[src/rtl/conv3x3_stream_if.sv]
// Pixel-in / result-out stream bundle of the 3x3 convolution stage.
// The master drives pixels and consumes results; the convolver is the slave.
interface conv3x3_stream_if;
    logic [7:0] pix_in;
    logic       pix_valid;
    logic [7:0] convResult;
    logic       En;

    modport master (output pix_in, output pix_valid, input convResult, input En);
    modport slave  (input pix_in, input pix_valid, output convResult, output En);
endinterface

[src/rtl/conv3x3_stream.sv]
// Streaming 3x3 convolution over one IMG_W x IMG_H frame.
// Uses two line buffers and a 3x3 window, then a product stage and a sum/shift/clamp stage.
module conv3x3_stream #(
    parameter int IMG_W = 8,
    parameter int IMG_H = 8,
    parameter int SHIFT = 0
) (
    input  logic             clk,
    input  logic             rst,
    input  logic             start,
    input  logic [8:0][7:0]  kernel,
    conv3x3_stream_if.slave  strm,
    output logic             busy,
    output logic             frame_done
);
    localparam int CW = $clog2(IMG_W);
    localparam int RW = $clog2(IMG_H);

    typedef enum logic [1:0] {S_IDLE, S_RUN, S_DRAIN} state_e;

    state_e          state_q, state_d;
    logic            drain_q, drain_d;
    logic            fd_q, fd_d;
    logic [CW-1:0]   col_q, col_d;
    logic [RW-1:0]   row_q, row_d;

    logic [8:0][7:0] kernel_q;
    logic [7:0]      lb0_q [IMG_W];
    logic [7:0]      lb1_q [IMG_W];
    logic [8:0][7:0] win_q, win_d;
    logic [2:0][7:0] newcol;
    logic signed [16:0] prod_q [9];
    logic signed [16:0] prod_d [9];
    logic signed [20:0] sum, shifted;
    logic            v1_q, en_q;
    logic [7:0]      res_q, res_d;

    logic accept, last_pix, win_done;

    assign accept   = (state_q == S_RUN) && strm.pix_valid;
    assign last_pix = (row_q == RW'(IMG_H - 1)) && (col_q == CW'(IMG_W - 1));
    assign win_done = accept && (row_q >= RW'(2)) && (col_q >= CW'(2));

    always_comb begin
        state_d = state_q;
        drain_d = drain_q;
        col_d   = col_q;
        row_d   = row_q;
        fd_d    = 1'b0;
        unique case (state_q)
            S_IDLE: if (start) begin
                state_d = S_RUN;
                col_d   = '0;
                row_d   = '0;
            end
            S_RUN: if (accept) begin
                if (last_pix) begin
                    state_d = S_DRAIN;
                    drain_d = 1'b0;
                end else if (col_q == CW'(IMG_W - 1)) begin
                    col_d = '0;
                    row_d = row_q + RW'(1);
                end else begin
                    col_d = col_q + CW'(1);
                end
            end
            // two drain cycles cover the product and sum stages
            S_DRAIN: begin
                drain_d = 1'b1;
                if (drain_q) begin
                    state_d = S_IDLE;
                    fd_d    = 1'b1;
                end
            end
            default: state_d = S_IDLE;
        endcase
    end

    always_ff @(posedge clk) begin
        if (rst) begin
            state_q <= S_IDLE;
            drain_q <= 1'b0;
            fd_q    <= 1'b0;
            col_q   <= '0;
            row_q   <= '0;
            v1_q    <= 1'b0;
            en_q    <= 1'b0;
            res_q   <= '0;
        end else begin
            state_q <= state_d;
            drain_q <= drain_d;
            fd_q    <= fd_d;
            col_q   <= col_d;
            row_q   <= row_d;
            v1_q    <= win_done;
            en_q    <= v1_q;
            if (v1_q) res_q <= res_d;
        end
    end

    // window column: top = two rows up, mid = one row up, bottom = incoming pixel
    always_comb begin
        newcol[0] = lb1_q[col_q];
        newcol[1] = lb0_q[col_q];
        newcol[2] = strm.pix_in;
        for (int r = 0; r < 3; r++) begin
            win_d[3*r]     = win_q[3*r+1];
            win_d[3*r+1]   = win_q[3*r+2];
            win_d[3*r+2]   = newcol[r];
        end
        for (int k = 0; k < 9; k++)
            prod_d[k] = 17'($signed({1'b0, win_d[k]})) * 17'($signed(kernel_q[k]));
    end

    always_ff @(posedge clk) begin
        if (!rst && state_q == S_IDLE && start) kernel_q <= kernel;
        if (!rst && accept) begin
            lb1_q[col_q] <= lb0_q[col_q];
            lb0_q[col_q] <= strm.pix_in;
            win_q        <= win_d;
        end
        for (int k = 0; k < 9; k++) prod_q[k] <= prod_d[k];
    end

    always_comb begin
        sum = '0;
        for (int k = 0; k < 9; k++) sum = sum + 21'(prod_q[k]);
        shifted = sum >>> SHIFT;
        if (shifted[20])               res_d = 8'h00;
        else if (shifted > 21'sd255)   res_d = 8'hFF;
        else                           res_d = shifted[7:0];
    end

    assign strm.convResult = res_q;
    assign strm.En         = en_q;
    assign busy            = (state_q != S_IDLE);
    assign frame_done      = fd_q;
endmodule

[src/flat_wrapper.sv]
// flat-port wrapper written by rule: the top's interface ports become plain ports
module conv3x3_stream_flat 
#(
    parameter int IMG_W = 8,
    parameter int IMG_H = 8,
    parameter int SHIFT = 0
)
  (clk, rst, start, kernel, busy, frame_done, strm_pix_in, strm_pix_valid, strm_convResult, strm_En);
  conv3x3_stream_if strm_i ();
  input  logic clk;
  input  logic rst;
  input  logic start;
  input  logic [8:0][7:0] kernel;
  output logic busy;
  output logic frame_done;
  input wire logic [$bits(strm_i.pix_in)-1:0] strm_pix_in;
  input wire logic [$bits(strm_i.pix_valid)-1:0] strm_pix_valid;
  output wire logic [$bits(strm_i.convResult)-1:0] strm_convResult;
  output wire logic [$bits(strm_i.En)-1:0] strm_En;
  assign strm_i.pix_in = strm_pix_in;
  assign strm_i.pix_valid = strm_pix_valid;
  assign strm_convResult = strm_i.convResult;
  assign strm_En = strm_i.En;
  conv3x3_stream #(.IMG_W(IMG_W), .IMG_H(IMG_H), .SHIFT(SHIFT)) u_core (.clk(clk), .rst(rst), .start(start), .kernel(kernel), .strm(strm_i), .busy(busy), .frame_done(frame_done));
endmodule
[config.mk]
export PLATFORM = sky130hd
export DESIGN_NAME = conv3x3_stream_flat
export DESIGN_NICKNAME = d
export VERILOG_FILES = /design/src/rtl/conv3x3_stream_if.sv /design/src/rtl/conv3x3_stream.sv /design/src/flat_wrapper.sv
export SDC_FILE = /design/constraint.sdc
export NUM_CORES = 2
export LEC_CHECK = 0
export ABC_CLOCK_PERIOD_IN_PS = 12800
export CORE_ASPECT_RATIO = 1.25
export CORE_MARGIN = 2
export CORE_UTILIZATION = 64
export CTS_CLUSTER_SIZE = 10
export DETAILED_ROUTE_END_ITERATION = 7
export HOLD_SLACK_MARGIN = 0.05
export PLACE_DENSITY = 0.82
export SLEW_MARGIN = 20
export SYNTH_ARGS = -nofsm -noshare
export SYNTH_HDL_FRONTEND = slang
export SYNTH_SLANG_ARGS = --single-unit
[constraint.sdc]
create_clock -name clk -period 12.8 [get_ports clk]
set_input_delay 1.28 -clock clk [delete_from_list [all_inputs] [get_ports clk]]
set_output_delay 1.28 -clock clk [all_outputs]
set_load 0.05 [all_outputs]
Word-level counts from Yosys, hierarchy flattened
Memory sizes are Yosys's and may differ from the RTL's. A register that Yosys moved wholly into a read port is not among the register bits.
Cells that the tools add are included.
{"block": "classes", "addsub": 10, "n_mul": 9, "div": 0, "order_cmp": 3, "eq_ne": 10, "shift": 0, "n_mux": 26, "bitwise": 1, "reduce_logical": 17}
{"op": "$mul A9 B8 Y17", "n": 9}
{"op": "$add A21 B17 Y21", "n": 6}
{"op": "$mux W3", "n": 11}
{"op": "$gt A21 B9 Y1 const B", "n": 1}
{"op": "$add A18 B17 Y19", "n": 1}
{"op": "$add A17 B17 Y18", "n": 1}
{"op": "$mux W8", "n": 2}
{"op": "$pmux W3 S2", "n": 2}
{"op": "$mux W2", "n": 4}
{"op": "$reduce_and A4 Y1", "n": 2}
{"op": "$logic_and A1 B1 Y1", "n": 7}
{"op": "$add A3 B1 Y3 const B", "n": 2}
{"op": "$eq A3 B3 Y1 const B", "n": 2}
{"op": "$ge A3 B2 Y1 const B", "n": 2}
{"op": "$ne A2 B1 Y1 const B", "n": 3}
{"op": "$ne A2 B2 Y1 const B", "n": 3}
{"op": "$pmux W2 S3", "n": 1}
{"op": "$reduce_bool A2 Y1", "n": 3}
{"op": "$mux W1", "n": 5}
{"op": "$reduce_and A5 Y1", "n": 1}
{"op": "$reduce_and A3 Y1", "n": 1}
{"op": "$eq A2 B1 Y1 const B", "n": 1}
{"op": "$eq A2 B2 Y1 const B", "n": 1}
{"op": "$logic_not A2 Y1", "n": 1}
{"op": "other kinds (4)", "n": 4}
{"block": "totals", "register_bits": 140, "latchBits": 0, "mem_bits_rw": 281, "rom_bits": 0, "inputBits": 84, "output_inout_bits": 11, "mem_count": 3}
{"name": "u_core.prod_q", "words": 9, "word_bits": 17, "rd": 9, "rd_clocked_by_memory_dff": 0, "wr": 9, "line": "conv3x3_stream.sv:32", "rtl": "logic signed [16:0] prod_q [9];"}
{"name": "u_core.lb0_q", "words": 8, "word_bits": 8, "rd": 1, "rd_clocked_by_memory_dff": 1, "wr": 1, "line": "conv3x3_stream.sv:28", "rtl": "logic [7:0] lb0_q [IMG_W];"}
{"name": "u_core.lb1_q", "words": 8, "word_bits": 8, "rd": 1, "rd_clocked_by_memory_dff": 1, "wr": 1, "line": "conv3x3_stream.sv:29", "rtl": "logic [7:0] lb1_q [IMG_W];"}

Depth between registers and ports, before layout
{"block": "depth", "word_depth": 11, "depth_mapped": 28, "mapped_depth_nobuf": 28}

Worst setup path before layout
OpenSTA, ideal clock, no wires.
{"block": "synth_path", "kind": "input to register", "from": "in rst", "to": "reg u_core.kernel_q[0] (netlist name), enable pin", "t_arrival_ns": 8.813, "t_required_ns": 12.092, "path_slack_ns": 3.279, "stages": 1, "path_cell_list": "nor4b_1"}
{"block": "synth_between", "elab_chain_cells": 3}
{"item": "start: declaration", "line": "flat_wrapper.sv:11", "rtl": "input logic rst;"}
{"item": "$logic_not A1 Y1", "line": "conv3x3_stream.sv:116", "rtl": "if (!rst && state_q == S_IDLE && start) kernel_q <= kernel;"}
{"item": "$logic_and A1 B1 Y1 (2 in a row)", "line": "conv3x3_stream.sv:116"}
{"item": "end signal: assignment", "line": "conv3x3_stream.sv:116"}
{"item": "end: declaration", "line": "conv3x3_stream.sv:27", "rtl": "logic [8:0][7:0] kernel_q;"}
Every way passes these cells.
A chain may end at the register's enable or synchronous reset.

==> impl_metrics.tcl <==
set metrics [dict create \
    status "completed" \
    drive_gt1_share_pct 4.79 \
    crit_path_end_kind "flop" \
    r2r_end "u_core.strm.convResult[4]$_SDFFE_PP0P_" \
    yosys_most_used_dff "edfxtp_1" \
    via_count 23600 \
    grt_pass1_wl_um 131000 \
    grt_pass1_vias 25600 \
    fin_crit_ns 7.56 \
    critPathMaxFanout 9 \
    cp-endpoint "u_core.strm.convResult[4]$_SDFFE_PP0P_" \
    maxSlewViolCount 0 \
    skew_ns 0.0730 \
    grt_max_degree 52 \
    tns_ns 0 \
    globalplace.congestion 0.941 \
    yosysSeqAreaShare_pct 30.6 \
    routed_wl_um 80300 \
    syn2layout_area_growth_pct 9.79 \
    synthTopCellsByArea "fa_1 25%, edfxtp_1 21%, ha_1 15%, dfxtp_1 9.8%, inv_1 6.8%" \
    ant_nets 0 \
    fp.dieW_um 216 \
    synth_edf_count 248 \
    start_util_pct 64.4 \
    fmax_ghz 0.132 \
    dp_hpwl_um 63200 \
    worstSetupPathType "reg2reg" \
    cp-start-kind "flop" \
    worstHoldPathType "reg2reg" \
    drtIter0Drc 1398 \
    critPathMaxStageDelay_ns 0.53 \
    grt_usage_pct 28.9 \
    fin_nets 4363 \
    min_path_cells 2 \
    postSynthAreaPerCell_um2 11.0 \
    drtPass1Iterations 6 \
    drc_errors 0 \
    crit_cells 26 \
    rsz0062_at_grt "false" \
    crit_arrival_ns 8.05 \
    rows 97 \
    synth_top_cell_area_share_pct 24.8 \
    cts_tree "yes" \
    setup_violations 0 \
    r2r_cells 26 \
    r2r_slack_ns 5.24 \
    port_buffers 94 \
    io_pins 95 \
    cts_buffers 51 \
    critPathRequiredTime_ns 13.29 \
    synth-seq-cells 424 \
    path_delay_family "adder cells" \
    crit_buf_inv 4 \
    ys_warn_count 0 \
    synth_top_cell_by_area "fa_1" \
    vias_per_cell 5.63 \
    relSlewSlack_pct 29.7 \
    antenna_found_initial 1 \
    post_cts_buffers 0 \
    fin_crit_sh_pct 59.1 \
    worst_path_max_delay_cell "fa_1" \
    core_area_um2 55700 \
    syn_nets 4222 \
    synthDistinctLibCells 68 \
    postCtsResizedCells 0 \
    cp_common_cell "fa_1" \
    worst_pin_slew_ns 1.05 \
    netlist_area_um2 35900 \
    die_h_um 269 \
    cts_max_level 2 \
    cts_hold_buf 0 \
    cts_sinks 424 \
    synthCells 3264 \
    cts_root_buffer "clkbuf_16" \
    cap_violations 0 \
    overflow 0 \
    die_area_um2 58000 \
    startpoint "u_core.prod_q[0][1]$_DFF_P_" \
    clk_latency_ns 0.64 \
    rr_startpoint "u_core.prod_q[0][1]$_DFF_P_" \
    final_hold_viol_count 0 \
    clkTransAtPathRegs_ns 0.06 \
    synthArstFlopShare_pct 0 \
    wl_per_cell_um 19.2 \
    clockBufferDepth 3 \
]
worst min path at each step:
stage | end | slack [ns] | from
final | u_core.row_q[0]$_SDFFE_PP0P_ | 0.48 | u_core.row_q[0]$_SDFFE_PP0P_
after CTS | u_core.row_q[0]$_SDFFE_PP0P_ | 0.48 | u_core.row_q[0]$_SDFFE_PP0P_
after detailed placement | u_core.row_q[0]$_SDFFE_PP0P_ | 0.47 | u_core.row_q[0]$_SDFFE_PP0P_
after global placement | u_core.row_q[2]$_SDFFE_PP0P_ | 0.46 | u_core.row_q[2]$_SDFFE_PP0P_
after floorplan | u_core.frame_done$_SDFF_PP0_ | 0.45 | u_core.drain_q$_SDFFE_PP0P_
after global routing | u_core.row_q[0]$_SDFFE_PP0P_ | 0.50 | u_core.row_q[0]$_SDFFE_PP0P_
layout by cell type, fill, tap and decap left out, types with 8 or more instances in the layout:
| cell type | count |
|---|---|
| xor2_1 | 25 |
| inv_1 | 651 |
| nand2_1 | 265 |
| clkdlybuf4s50_1 | 94 |
| edfxtp_1 | 248 |
| xnor2_1 | 94 |
| o21ai_0 | 50 |
| mux2_2 | 11 |
| clkbuf_16 | 52 |
| nor2b_1 | 56 |
| clkbuf_1 | 29 |
| o21a_1 | 17 |
| ha_1 | 430 |
| nor2_1 | 131 |
| nor3_1 | 27 |
| nand2b_1 | 60 |
| a21o_1 | 22 |
| nand3_1 | 31 |
| a21oi_1 | 60 |
| nand4_1 | 11 |
| dfxtp_1 | 175 |
| fa_1 | 444 |
| or2_2 | 19 |
| o41ai_1 | 8 |
| a21boi_0 | 18 |
| and2_1 | 269 |
| or3_1 | 9 |
| mux4_2 | 32 |
flip-flops by register name (all words and copies together) (netlist names), named ones only:
register                cells
u_core.frame_done           1
u_core.lb0_q               64
u_core.kernel_q            72
u_core.drain_q              1
u_core.row_q                3
u_core.lb1_q               64
u_core.strm.En              1
u_core.strm.convResult      8
u_core.v1_q                 1
u_core.win_d               48
u_core.state_q              2
u_core.prod_q             153
u_core.col_q                3
kinds of logic (layout without fill, tap and decap cells):
family                   Yosys count  count (layout)  share of synthesized area [%]
AND/OR/NAND/NOR                  899             899                           12.8
other                              0               1                              0
flip-flops                       424             424                           30.6
multiplexers                      50              50                           2.56
adder cells (fa/ha/maj)          874             874                           39.8
AO/OA/AOI/OAI                    232             232                           4.46
XOR/XNOR                         120             120                           2.95
buffers and inverters            665             846                           6.95
layer usage:
layer	track usage [%]	wire [um]	vias to the layer above
met4	11.9	3330	0
li1	-	-	10700
met2	53.3	42400	771
met5	0	0	-
met3	2.98	3770	205
met1	34.8	30800	11900
Yosys cell counts, types with 3 or more instances:
cell type	n
a221o_1	6
nor3b_1	3
a21oi_1	60
clkbuf_1	9
o41a_1	3
mux2i_1	6
nor2_1	137
ha_1	430
edfxtp_1	248
nand2_1	265
o21a_1	17
nor3_1	29
a41oi_1	4
o21ai_0	50
mux4_2	32
o311a_1	7
nand4_1	11
a211oi_1	6
mux2_2	11
or3_1	9
a21o_1	22
dfxtp_1	176
nor2b_1	56
xnor2_1	94
a21boi_0	18
o21bai_1	5
buf_1	4
xor2_1	25
o211ai_2	3
nand2b_1	60
o41ai_1	8
and2_1	269
inv_1	651
nand3_1	31
or2_2	19
fa_1	444
cell type report:
type | instances | area [um2]
multi-input combinational | 2175 | 22500
fill | 3872 | 16300
sequential | 424 | 11000
inverter | 652 | 2450
clock buffer | 85 | 1470
timing repair buffer | 101 | 993
tap | 742 | 928
clock inverter | 8 | 118
antenna | 1 | 2.50
worst register-to-register path: cells and delay by family (launching register included):
| family | cells | cell delay (ns) |
|---|---|---|
| flip-flops | 1 | 0.31 |
| multiplexers | 1 | 0.32 |
| adder cells (fa/ha/maj) | 8 | 3.53 |
| XOR/XNOR | 1 | 0.18 |
| AND/OR/NAND/NOR | 1 | 0.42 |
| buffers and inverters | 4 | 0.20 |
| AO/OA/AOI/OAI | 11 | 2.48 |
stage by stage:
step	utilization, %	setup WS, ns	cells	area [um2]	hold WS [ns]
2_1_floorplan	-	3.28	3264	35900	0.446
3_3_place_gp	67.9	5.46	4094	37800	0.460
3_5_place_dp	67.9	5.34	4094	37800	0.474
4_1_cts	70.7	5.29	4187	39400	0.483
5_1_grt	70.7	4.83	4187	39400	0.503
6_report	70.7	5.24	4188	39400	0.483
Power is left out: the tool's default activity adds up to more than one toggle a clock period on the data nets, which glitch-free logic cannot reach.
